===== config.mk =====
export PLATFORM = sky130hd
export DESIGN_NAME = alu_cmd_writer_flat
export DESIGN_NICKNAME = d
export VERILOG_FILES = /design/src/rtl/alu_cmd_pkg.sv /design/src/rtl/alu_cmd_writer_if.sv /design/src/rtl/cmd_fifo.sv /design/src/rtl/alu_cmd_writer.sv /design/src/flat_wrapper.sv
export SDC_FILE = /design/constraint.sdc
export NUM_CORES = 1
export LEC_CHECK = 0
export ABC_AREA = 0
export ABC_CLOCK_PERIOD_IN_PS = 3440
export BUFFER_PORTS_ARGS = -buffer_cell sky130_fd_sc_hd__buf_2
export CORE_ASPECT_RATIO = 1.25
export CORE_UTILIZATION = 55
export DETAILED_ROUTE_END_ITERATION = 12
export PLACE_DENSITY = 0.77
export SKIP_LAST_GASP = 1
export SYNTH_ARGS = -nofsm -noshare
export SYNTH_HDL_FRONTEND = slang
export SYNTH_HIERARCHICAL = 1
export SYNTH_SLANG_ARGS = --single-unit

===== constraint.sdc =====
create_clock -name clk -period 3.44 [get_ports clk]
set_clock_uncertainty 0.2 [all_clocks]
set_input_delay 0 -clock clk [delete_from_list [all_inputs] [get_ports clk]]
set_output_delay 0 -clock clk [all_outputs]
set_load 0.02 [all_outputs]

===== src/rtl/alu_cmd_pkg.sv =====
// Shared constants and state encoding for the ALU command frame writer.
package alu_cmd_pkg;

  localparam int DATA_W_DEF = 8;

  localparam logic OP_ADD = 1'b0;
  localparam logic OP_SUB = 1'b1;

  typedef enum logic [1:0] {
    ST_IDLE = 2'd0,
    ST_OPC  = 2'd1,
    ST_OPA  = 2'd2,
    ST_OPB  = 2'd3
  } wr_state_e;

endpackage


===== src/rtl/alu_cmd_writer_if.sv =====
// Command input handshake plus byte-stream output handshake of the frame writer.
interface alu_cmd_writer_if import alu_cmd_pkg::*; #(
  parameter int DATA_W = DATA_W_DEF
) ();

  logic              cmd_valid;
  logic              cmd_ready;
  logic              cmd_op;
  logic [DATA_W-1:0] cmd_a;
  logic [DATA_W-1:0] cmd_b;

  logic              byte_valid;
  logic              byte_ready;
  logic [DATA_W-1:0] byte_data;
  logic              byte_last;

  // Environment side: offers commands, sinks bytes.
  modport master (
    output cmd_valid, cmd_op, cmd_a, cmd_b, byte_ready,
    input  cmd_ready, byte_valid, byte_data, byte_last
  );

  // Writer side.
  modport slave (
    input  cmd_valid, cmd_op, cmd_a, cmd_b, byte_ready,
    output cmd_ready, byte_valid, byte_data, byte_last
  );

endinterface


===== src/rtl/cmd_fifo.sv =====
// Small synchronous FIFO holding pending commands; head is visible on rd_data.
module cmd_fifo import alu_cmd_pkg::*; #(
  parameter int WIDTH = 1 + 2 * DATA_W_DEF,
  parameter int DEPTH = 2
) (
  input  logic             clk,
  input  logic             rst_n,
  input  logic             push,
  input  logic             pop,
  input  logic [WIDTH-1:0] wr_data,
  output logic [WIDTH-1:0] rd_data,
  output logic             full,
  output logic             empty
);

  localparam int AW = $clog2(DEPTH);
  localparam logic [AW:0] PTR_ONE = (AW + 1)'(1);

  logic [WIDTH-1:0] mem [DEPTH];
  logic [AW:0]      wr_ptr;
  logic [AW:0]      rd_ptr;

  // Extra pointer bit distinguishes full from empty when the indices match.
  assign empty   = (wr_ptr == rd_ptr);
  assign full    = (wr_ptr[AW] != rd_ptr[AW]) && (wr_ptr[AW-1:0] == rd_ptr[AW-1:0]);
  assign rd_data = mem[rd_ptr[AW-1:0]];

  // Pointer update; requests against full/empty are ignored.
  always_ff @(posedge clk or negedge rst_n) begin
    if (!rst_n) begin
      wr_ptr <= '0;
      rd_ptr <= '0;
    end else begin
      if (push && !full)  wr_ptr <= wr_ptr + PTR_ONE;
      if (pop  && !empty) rd_ptr <= rd_ptr + PTR_ONE;
    end
  end

  // Storage write; contents need no reset because empty gates every read.
  always_ff @(posedge clk) begin
    if (push && !full) mem[wr_ptr[AW-1:0]] <= wr_data;
  end

endmodule


===== src/rtl/alu_cmd_writer.sv =====
// Turns buffered add/sub commands into 3-byte frames (opcode, a, b) and
// reports the expected ALU result and a frame count as each frame completes.
//
//   state   | meaning
//   --------+-------------------------------------------
//   ST_IDLE | no frame in flight, waiting for a buffered command
//   ST_OPC  | presenting opcode byte
//   ST_OPA  | presenting operand A
//   ST_OPB  | presenting operand B (last byte of frame)
module alu_cmd_writer import alu_cmd_pkg::*; #(
  parameter int DATA_W     = DATA_W_DEF,
  parameter int FIFO_DEPTH = 2
) (
  input  logic              clk,
  input  logic              rst_n,
  alu_cmd_writer_if.slave   bus,
  output logic              busy,
  output logic              exp_valid,
  output logic [DATA_W-1:0] exp_result,
  output logic [15:0]       cmd_count
);

  typedef struct packed {
    logic              op;
    logic [DATA_W-1:0] a;
    logic [DATA_W-1:0] b;
  } cmd_t;

  wr_state_e         state_q;
  cmd_t              frame_q;
  cmd_t              fifo_head;
  logic              fifo_full;
  logic              fifo_empty;
  logic              rdy_q;
  logic              push;
  logic              pop;
  logic              byte_hs;
  logic              byte_valid_q;
  logic [DATA_W-1:0] byte_data_q;
  logic              byte_last_q;
  logic              exp_valid_q;
  logic [DATA_W-1:0] exp_result_q;
  logic [15:0]       cmd_count_q;

  function automatic logic [DATA_W-1:0] opc_byte(input logic op);
    return {{(DATA_W-1){1'b0}}, op};
  endfunction

  function automatic logic [DATA_W-1:0] alu_result(input cmd_t c);
    return (c.op == OP_SUB) ? (c.a - c.b) : (c.a + c.b);
  endfunction

  // rdy_q holds cmd_ready low through reset and the first edge after it;
  // fifo_full is a flop-derived flag, so there is no combinational path from cmd_valid.
  assign bus.cmd_ready  = rdy_q & ~fifo_full;
  assign push           = bus.cmd_valid & bus.cmd_ready;
  assign byte_hs        = byte_valid_q & bus.byte_ready;
  assign pop            = !fifo_empty && ((state_q == ST_IDLE) || ((state_q == ST_OPB) && byte_hs));

  assign bus.byte_valid = byte_valid_q;
  assign bus.byte_data  = byte_data_q;
  assign bus.byte_last  = byte_last_q;
  assign busy           = (state_q != ST_IDLE) || !fifo_empty;
  assign exp_valid      = exp_valid_q;
  assign exp_result     = exp_result_q;
  assign cmd_count      = cmd_count_q;

  cmd_fifo #(
    .WIDTH (1 + 2 * DATA_W),
    .DEPTH (FIFO_DEPTH)
  ) u_fifo (
    .clk     (clk),
    .rst_n   (rst_n),
    .push    (push),
    .pop     (pop),
    .wr_data ({bus.cmd_op, bus.cmd_a, bus.cmd_b}),
    .rd_data (fifo_head),
    .full    (fifo_full),
    .empty   (fifo_empty)
  );

  // Frame sequencer with registered stream and result outputs.
  always_ff @(posedge clk or negedge rst_n) begin
    if (!rst_n) begin
      state_q      <= ST_IDLE;
      frame_q      <= '0;
      rdy_q        <= 1'b0;
      byte_valid_q <= 1'b0;
      byte_data_q  <= '0;
      byte_last_q  <= 1'b0;
      exp_valid_q  <= 1'b0;
      exp_result_q <= '0;
      cmd_count_q  <= '0;
    end else begin
      rdy_q       <= 1'b1;
      exp_valid_q <= 1'b0;
      case (state_q)
        ST_IDLE: begin
          if (!fifo_empty) begin
            frame_q      <= fifo_head;
            state_q      <= ST_OPC;
            byte_valid_q <= 1'b1;
            byte_data_q  <= opc_byte(fifo_head.op);
            byte_last_q  <= 1'b0;
          end
        end
        ST_OPC: begin
          if (byte_hs) begin
            state_q     <= ST_OPA;
            byte_data_q <= frame_q.a;
          end
        end
        ST_OPA: begin
          if (byte_hs) begin
            state_q     <= ST_OPB;
            byte_data_q <= frame_q.b;
            byte_last_q <= 1'b1;
          end
        end
        ST_OPB: begin
          if (byte_hs) begin
            exp_result_q <= alu_result(frame_q);
            exp_valid_q  <= 1'b1;
            cmd_count_q  <= cmd_count_q + 16'd1;
            // Chain straight into the next frame when one is waiting.
            if (!fifo_empty) begin
              frame_q      <= fifo_head;
              state_q      <= ST_OPC;
              byte_data_q  <= opc_byte(fifo_head.op);
              byte_last_q  <= 1'b0;
            end else begin
              state_q      <= ST_IDLE;
              byte_valid_q <= 1'b0;
              byte_data_q  <= '0;
              byte_last_q  <= 1'b0;
            end
          end
        end
        default: state_q <= ST_IDLE;
      endcase
    end
  end

endmodule


===== src/flat_wrapper.sv =====
// flat-port wrapper written by rule: the top's interface ports become plain ports
module alu_cmd_writer_flat import alu_cmd_pkg::*;
#(
  parameter int DATA_W     = DATA_W_DEF,
  parameter int FIFO_DEPTH = 2
)
  (clk, rst_n, busy, exp_valid, exp_result, cmd_count, bus_cmd_valid, bus_cmd_op, bus_cmd_a, bus_cmd_b, bus_byte_ready, bus_cmd_ready, bus_byte_valid, bus_byte_data, bus_byte_last);
  alu_cmd_writer_if #(.DATA_W(DATA_W)) bus_i ();
  input  logic clk;
  input  logic rst_n;
  output logic busy;
  output logic exp_valid;
  output logic [DATA_W-1:0] exp_result;
  output logic [15:0] cmd_count;
  input wire logic [$bits(bus_i.cmd_valid)-1:0] bus_cmd_valid;
  input wire logic [$bits(bus_i.cmd_op)-1:0] bus_cmd_op;
  input wire logic [$bits(bus_i.cmd_a)-1:0] bus_cmd_a;
  input wire logic [$bits(bus_i.cmd_b)-1:0] bus_cmd_b;
  input wire logic [$bits(bus_i.byte_ready)-1:0] bus_byte_ready;
  output wire logic [$bits(bus_i.cmd_ready)-1:0] bus_cmd_ready;
  output wire logic [$bits(bus_i.byte_valid)-1:0] bus_byte_valid;
  output wire logic [$bits(bus_i.byte_data)-1:0] bus_byte_data;
  output wire logic [$bits(bus_i.byte_last)-1:0] bus_byte_last;
  assign bus_i.cmd_valid = bus_cmd_valid;
  assign bus_i.cmd_op = bus_cmd_op;
  assign bus_i.cmd_a = bus_cmd_a;
  assign bus_i.cmd_b = bus_cmd_b;
  assign bus_i.byte_ready = bus_byte_ready;
  assign bus_cmd_ready = bus_i.cmd_ready;
  assign bus_byte_valid = bus_i.byte_valid;
  assign bus_byte_data = bus_i.byte_data;
  assign bus_byte_last = bus_i.byte_last;
  alu_cmd_writer #(.DATA_W(DATA_W), .FIFO_DEPTH(FIFO_DEPTH)) u_core (.clk(clk), .rst_n(rst_n), .bus(bus_i), .busy(busy), .exp_valid(exp_valid), .exp_result(exp_result), .cmd_count(cmd_count));
endmodule

==> impl_metrics.env, run 1 <==
export IMPL_htree_levels=3
export IMPL_postCtsResizedCells=0
export IMPL_synthFlopType="dfrtp_1"
export IMPL_num_io_pins=58
export IMPL_route_final_wire_length_um=7650
export IMPL_crit_arrival_ps=2570
export IMPL_grt_pass1_vias=2611
export IMPL_grt_use_total=0.199
export IMPL_vias_per_cell=5.40
export IMPL_synth_distinct_cells=52
export IMPL_synthCells=342
export IMPL_ir_drop_uv=527
export IMPL_clock_sinks=93
export IMPL_rsz0062_at_grt="no"
export IMPL_yosys_area_top_type="dfrtp_1"
export IMPL_synth_edf_count=34
export IMPL_cts_tree="yes"
export IMPL_synth_xor_xnor_area_share=0.0628
export IMPL_startpoint_type="flip-flop"
export IMPL_muxShareOfSynthArea=0.0901
export IMPL_num_vias=2803
export IMPL_relSlewSlack=0.266
export IMPL_place_detailed_hpwl_um=5430
export IMPL_min_path_type="input port to flip-flop"
export IMPL_place_area_um2=4640
export IMPL_hold_viol=0
export IMPL_syn_area_um2=4310
export IMPL_post_cts_buffers=0
export IMPL_die_height_um=101
export IMPL_status="finished, final reports clean"
export IMPL_grt_ovfl_total=0
export IMPL_final_common_cell="dfrtp_1"
export IMPL_antenna_left=0
export IMPL_rows=35
export IMPL_drtPass1Iterations=4
export IMPL_synth_adder_area_share=0.0424
export IMPL_post_drt_wl_per_cell_um=14.7
export IMPL_drv_cap=0
export IMPL_syn_nets=377
export IMPL_grt_pass1_wl_um=12000
export IMPL_maxSlewViolCount=0
export IMPL_yosysTopAreaCellShare=0.343
export IMPL_ys_warn_count=6
export IMPL_path_clk_slew_ps=100
export IMPL_yosysSeqAreaShare=0.580
export IMPL_cp_max_fo=4
export IMPL_core_area_um2=7490
export IMPL_synth_compound_area_frac=0.0933
export IMPL_tightest_slew_ps=1100
export IMPL_nets=457
export IMPL_synth_area_leaders="dfrtp_1 (34%), edfxtp_1 (24%), xnor2_1 (4.9%), ha_1 (3.8%), mux2_1 (3.7%)"
export IMPL_setup_violations=0
export IMPL_fill_cells=559
export IMPL_leakage_nw=2.24
export IMPL_drive_above_1_share=0.251
export IMPL_synth_top_family_by_area="simple AND/OR/NAND/NOR gates"
export IMPL_post_route_min_period_ps=2510
export IMPL_port_buffers=57
export IMPL_yosys_register_bits=93
export IMPL_final_cell_mix="dfrtp_1 (59), buf_2 (57), nand2_1 (37), edfxtp_1 (34), xnor2_1 (24)"
export IMPL_synth_simple_area_share=0.0944
export IMPL_routabilityCongestion=0.842
export IMPL_start_util=0.575
export IMPL_fin_area_um2=5030
export IMPL_clock_latency_ps=370
export IMPL_grt_max_degree=51
export IMPL_clock_path_buffers=2
export IMPL_antenna_cells=0
export IMPL_synthArstFlopShare=0.634
export IMPL_p_per_area_nw_per_um2=1010
export IMPL_drc=0
export IMPL_crit_required_ps=3500
export IMPL_floorplan_die_area_um2=8190
export IMPL_area_delta_synth_final_pct=16.8
export IMPL_antenna_found_initial=0
export IMPL_fmax_ghz=0.398
export IMPL_finalCritPeriodShare=0.730
export IMPL_cts_root_buf="clkbuf_8"
export IMPL_cts_buffers=9
export IMPL_critPathCaptureType="flip-flop"
export IMPL_chipWidth_um=81.1
export IMPL_avgSynthCellArea_um2=12.6
export IMPL_critPathKind="flip-flop to flip-flop"
export IMPL_drt_iter0_markers=130
export IMPL_fin_setup_tns_ps=0
-- kinds of logic (layout without fill, tap and decap cells) --
group,count (synthesis),in the layout
AOI/OAI and AO/OA,62,62
xor gates and xnor gates,30,30
adders and majority gates,14,14
buffers and inverters,26,111
DFF,93,93
muxes,32,32
other,1,1
and+or+nand+nor,84,84
-- Yosys cell counts (all sizes together) (4+ instances only) --
cell type / number
edfxtp: 34
xor2: 6
mux2: 30
ha: 13
nand2b: 4
dfrtp: 59
a31oi: 5
buf: 11
nand3: 6
o21ai: 18
inv: 11
a21oi: 13
o31ai: 9
nor2: 16
clkbuf: 4
nand2: 38
a21o: 4
a22oi: 8
and2: 4
xnor2: 24
nand4: 4
-- routing by layer --
layer,up-vias,global-route usage,share of wire
li1,1376,-,-
met1,1359,0.227,0.42
met2,53,0.346,0.52
met3,15,0.0416,0.032
met4,0,0.104,0.025
met5,-,0,0
-- repair_timing --
| item | CTS | global route |
|---|---|---|
| hold buffers | 20 | 0 |
| hold endpoints to repair | 98 | 0 |
| endpoints found under the setup margin | 0 | 0 |
-- cell type report --
class | instances | area (µm²) | share of cell area
Sequential cell | 93 | 2500 | 0.496
Clock buffer | 9 | 124 | 0.0246
Multi-Input combinational cell | 223 | 1650 | 0.329
Clock inverter | 7 | 62.6 | 0.0124
Tap cell | 92 | 115 | 0.0229
Inverter | 11 | 41.3 | 0.00821
Timing Repair Buffer | 84 | 538 | 0.107
-- worst max-delay path, cell delays in order (launching register included) --
cell and delay (ps):
dfrtp_1 410, inv_1 80, ha_1 280, mux2i_1 110
fa_1 450, a21o_1 170, a21o_1 190, a21oi_1 200
nor4b_1 80, a211o_1 230
-- sequential cells by signal (all words and copies together), names as in the netlist --
register	count
u_core/u_fifo/wr_ptr	2
u_core/u_fifo/mem	34
u_core/exp_valid	1
u_core/u_fifo/rd_ptr	2
u_core/bus.byte_valid	1
u_core/rdy_q	1
u_core/cmd_count	16
u_core/exp_result	8
u_core/bus.byte_data	8
u_core/bus.byte_last	1
u_core/state_q	2
u_core/frame_q	17
-- per-stage QoR --
step / std cells / util / hold WS, ps / power [W] / setup WS (ps)
floorplan: 342 / - / -496 / 0.00391 / 434
global placement: 483 / 0.620 / -12.5 / 0.00430 / 1030
CTS: 519 / 0.672 / 131 / 0.00512 / 908
global route: 519 / 0.672 / 131 / 0.00546 / 784
finish: 519 / 0.672 / 146 / 0.00509 / 927
detailed placement: 483 / 0.620 / -9.34 / 0.00440 / 946
-- path summary, 6_finish.rpt --
check / startpoint / end / slack, ps / cells past startpoint
hold / removal: bus_cmd_b[2] / u_core/u_fifo/mem[1][2]$_DFFE_PP_ / 150 / 2
min in group asynchronous: rst_n / u_core/bus.byte_data[6]$_DFFE_PN0P_ / 180 / 2
setup / recovery: u_core/frame_q[0]$_DFFE_PN0P_ / u_core/exp_result[6]$_DFFE_PN0P_ / 930 / 9
hold reg to reg: u_core/cmd_count[15]$_DFFE_PN0P_ / u_core/cmd_count[15]$_DFFE_PN0P_ / 270 / 1
setup reg to reg: u_core/frame_q[0]$_DFFE_PN0P_ / u_core/exp_result[6]$_DFFE_PN0P_ / 930 / 9
max in group asynchronous: rst_n / u_core/frame_q[4]$_DFFE_PN0P_ / 2120 / 3
-- where the power goes --
group	internal, W	switching [W]	leakage [nW]
sequential	0.00149	0.000271	1.06
clock	0.000280	0.000409	0.0984
combinational	0.00119	0.00145	1.08
total	0.00296	0.00213	2.24
No activity file was read; power rests on OpenSTA's default activity.
==> run 2: changes to the inputs <==
- ABC_CLOCK_PERIOD_IN_PS: 3440 -> 2400
- clock period: 3.44 -> 2.4 ns (I/O delays scaled with it)
==> impl_metrics.env, run 2 (same netlist as run 1, synthesis figures left out) <==
export IMPL_status="complete, but fails checks"
export IMPL_violations="hold timing"
export IMPL_finalCritPeriodShare=0.986
export IMPL_final_cell_count_no_fill=538
export IMPL_die_height_um=101
export IMPL_leakage_nw=2.34
export IMPL_route_final_wire_length_um=7990
export IMPL_vias_per_cell=5.36
export IMPL_final_core_util=0.706
export IMPL_grt_ovfl_total=0
export IMPL_largest_register_ffs=34
export IMPL_grt_max_degree=24
export IMPL_critPathCaptureType="flip-flop"
export IMPL_crit_top_cell="a21o_1"
export IMPL_critical_path_top_delay_family="compound AO/OA/AOI/OAI gates"
export IMPL_r2r_slack_ps=30
export IMPL_final_common_cell="dfrtp_1"
export IMPL_grt_use_total=0.213
export IMPL_drt_iter0_markers=139
export IMPL_tightest_slew_ps=944
export IMPL_start_util=0.575
export IMPL_p_per_area_nw_per_um2=1510
export IMPL_rr_worst_depth=9
export IMPL_routabilityCongestion=0.850
export IMPL_antenna_found_initial=0
export IMPL_num_vias=2885
export IMPL_drc=0
export IMPL_clock_latency_ps=350
export IMPL_cp_max_fo=2
export IMPL_timing_hold_ws_ps=-0.572
export IMPL_fmax_ghz=0.423
export IMPL_worst_path_buf_inv=1
export IMPL_path_clk_slew_ps=90
export IMPL_cts_buffers=9
export IMPL_floorplan_die_area_um2=8190
export IMPL_rows=35
export IMPL_chipWidth_um=81.1
export IMPL_relSlewSlack=0.368
export IMPL_setup_violations=0
export IMPL_port_buffers=57
export IMPL_critPathKind="flip-flop to flip-flop"
export IMPL_hold_viol=4
export IMPL_max_stage_delay_ps=380
export IMPL_timing_rr_end="u_core/exp_result[6]$_DFFE_PN0P_"
export IMPL_crit_slowest_cell="dfrtp_1"
export IMPL_cts_root_buf="clkbuf_8"
export IMPL_clock_path_buffers=2
export IMPL_place_detailed_hpwl_um=5570
export IMPL_nets=476
export IMPL_antenna_left=0
export IMPL_min_path_type="input port to async pin"
export IMPL_fin_area_um2=5290
export IMPL_post_route_min_period_ps=2370
export IMPL_final_cell_mix="dfrtp_1 (58), buf_2 (57), nand2_1 (37), edfxtp_1 (34), xnor2_1 (24)"
export IMPL_clock_sinks=93
export IMPL_rsz0062_at_grt="yes"
export IMPL_dp_cells=490
export IMPL_drv_cap=0
export IMPL_core_area_um2=7490
export IMPL_antenna_cells=0
export IMPL_path_cells="inv_2, ha_4, mux2i_2, fa_2, a21o_1, a21o_1, a21oi_2, nor4b_2, a211o_1"
export IMPL_htree_levels=3
export IMPL_timing_rr_start="u_core/frame_q[0]$_DFFE_PN0P_"
export IMPL_drtPass1Iterations=4
export IMPL_cts_tree="yes"
export IMPL_place_area_um2=4760
export IMPL_grt_pass1_vias=2810
export IMPL_crit_required_ps=2440
export IMPL_num_io_pins=58
export IMPL_maxSlewViolCount=0
export IMPL_crit_arrival_ps=2410
export IMPL_grt_pass1_wl_um=13000
export IMPL_drive_above_1_share=0.314
export IMPL_startpoint_type="flip-flop"
export IMPL_ir_drop_uv=815
export IMPL_post_drt_wl_per_cell_um=14.8
export IMPL_area_delta_synth_final_pct=22.8
export IMPL_power_w=0.00798
==> run 2: metal layers <==
layer / vias up / GRT usage / part of all wire
met4: 0 / 0.0742 / 0.019
li1: 1402 / - / -
met1: 1409 / 0.255 / 0.44
met3: 12 / 0.0489 / 0.034
met2: 62 / 0.373 / 0.51
met5: - / 0 / 0
==> run 2: worst register-to-register path: cells and delay by family (launching register included) <==
family	cells	cell delay, ps
AOI/OAI and AO/OA	4	800
adders and majority gates	2	630
buffers and inverters	1	70
DFF	1	380
muxes	1	80
and+or+nand+nor	1	80
==> run 2: worst max path at each step <==
| stage | from | to | slack, ps | cells past startpoint |
|---|---|---|---|---|
| after global placement | u_core/frame_q[0]$_DFFE_PN0P_ | u_core/exp_result[6]$_DFFE_PN0P_ | 50 | 9 |
| after CTS | u_core/frame_q[0]$_DFFE_PN0P_ | u_core/exp_result[6]$_DFFE_PN0P_ | -6 | 9 |
| after floorplan | u_core/u_fifo/rd_ptr[0]$_DFFE_PN0P_ | u_core/u_fifo/mem[0][0]$_DFFE_PP_ | -30 | 7 |
| after detailed placement | u_core/frame_q[0]$_DFFE_PN0P_ | u_core/exp_result[6]$_DFFE_PN0P_ | -20 | 9 |
| final | u_core/frame_q[0]$_DFFE_PN0P_ | u_core/exp_result[6]$_DFFE_PN0P_ | 30 | 9 |
| after global routing | u_core/frame_q[0]$_DFFE_PN0P_ | u_core/exp_result[6]$_DFFE_PN0P_ | -50 | 10 |
==> run 2: where the power goes <==
part           internal [W]  leakage (nW)  switching, W  total (W)
Combinational       0.00218          1.19       0.00233    0.00451
Clock              0.000389        0.0906      0.000562   0.000951
Sequential          0.00214          1.05      0.000380    0.00252
==> run 2: timing repair <==
action,4_1_cts,5_1_grt
endpoints found under the hold margin,104,0
setup endpoints to repair,2,3
buffers inserted,2,9
gates resized for setup,2,14
pin swaps,2,15
gates cloned,0,0
hold buffers,21,0
==> run 2: per-stage QoR <==
step / setup TNS [ps] / hold slack [ps] / setup slack, ps
finish: 0 / -0.572 / 33.2
global route: -60.2 / 39.9 / -45.4
CTS: -5.81 / 11.7 / -5.81
detailed placement: -24.8 / -201 / -22.7
global placement: 0 / -206 / 45.7
floorplan: -513 / -496 / -30.2
==> run 2: cell type report <==
| class | instances | area [µm²] |
|---|---|---|
| Multi-Input combinational cell | 223 | 1730 |
| Sequential cell | 93 | 2500 |
| Clock buffer | 9 | 124 |
| Timing Repair Buffer | 103 | 724 |
| Clock inverter | 7 | 56.3 |
| Inverter | 11 | 41.3 |
| Fill cell | 513 | 2200 |
| Tap cell | 92 | 115 |
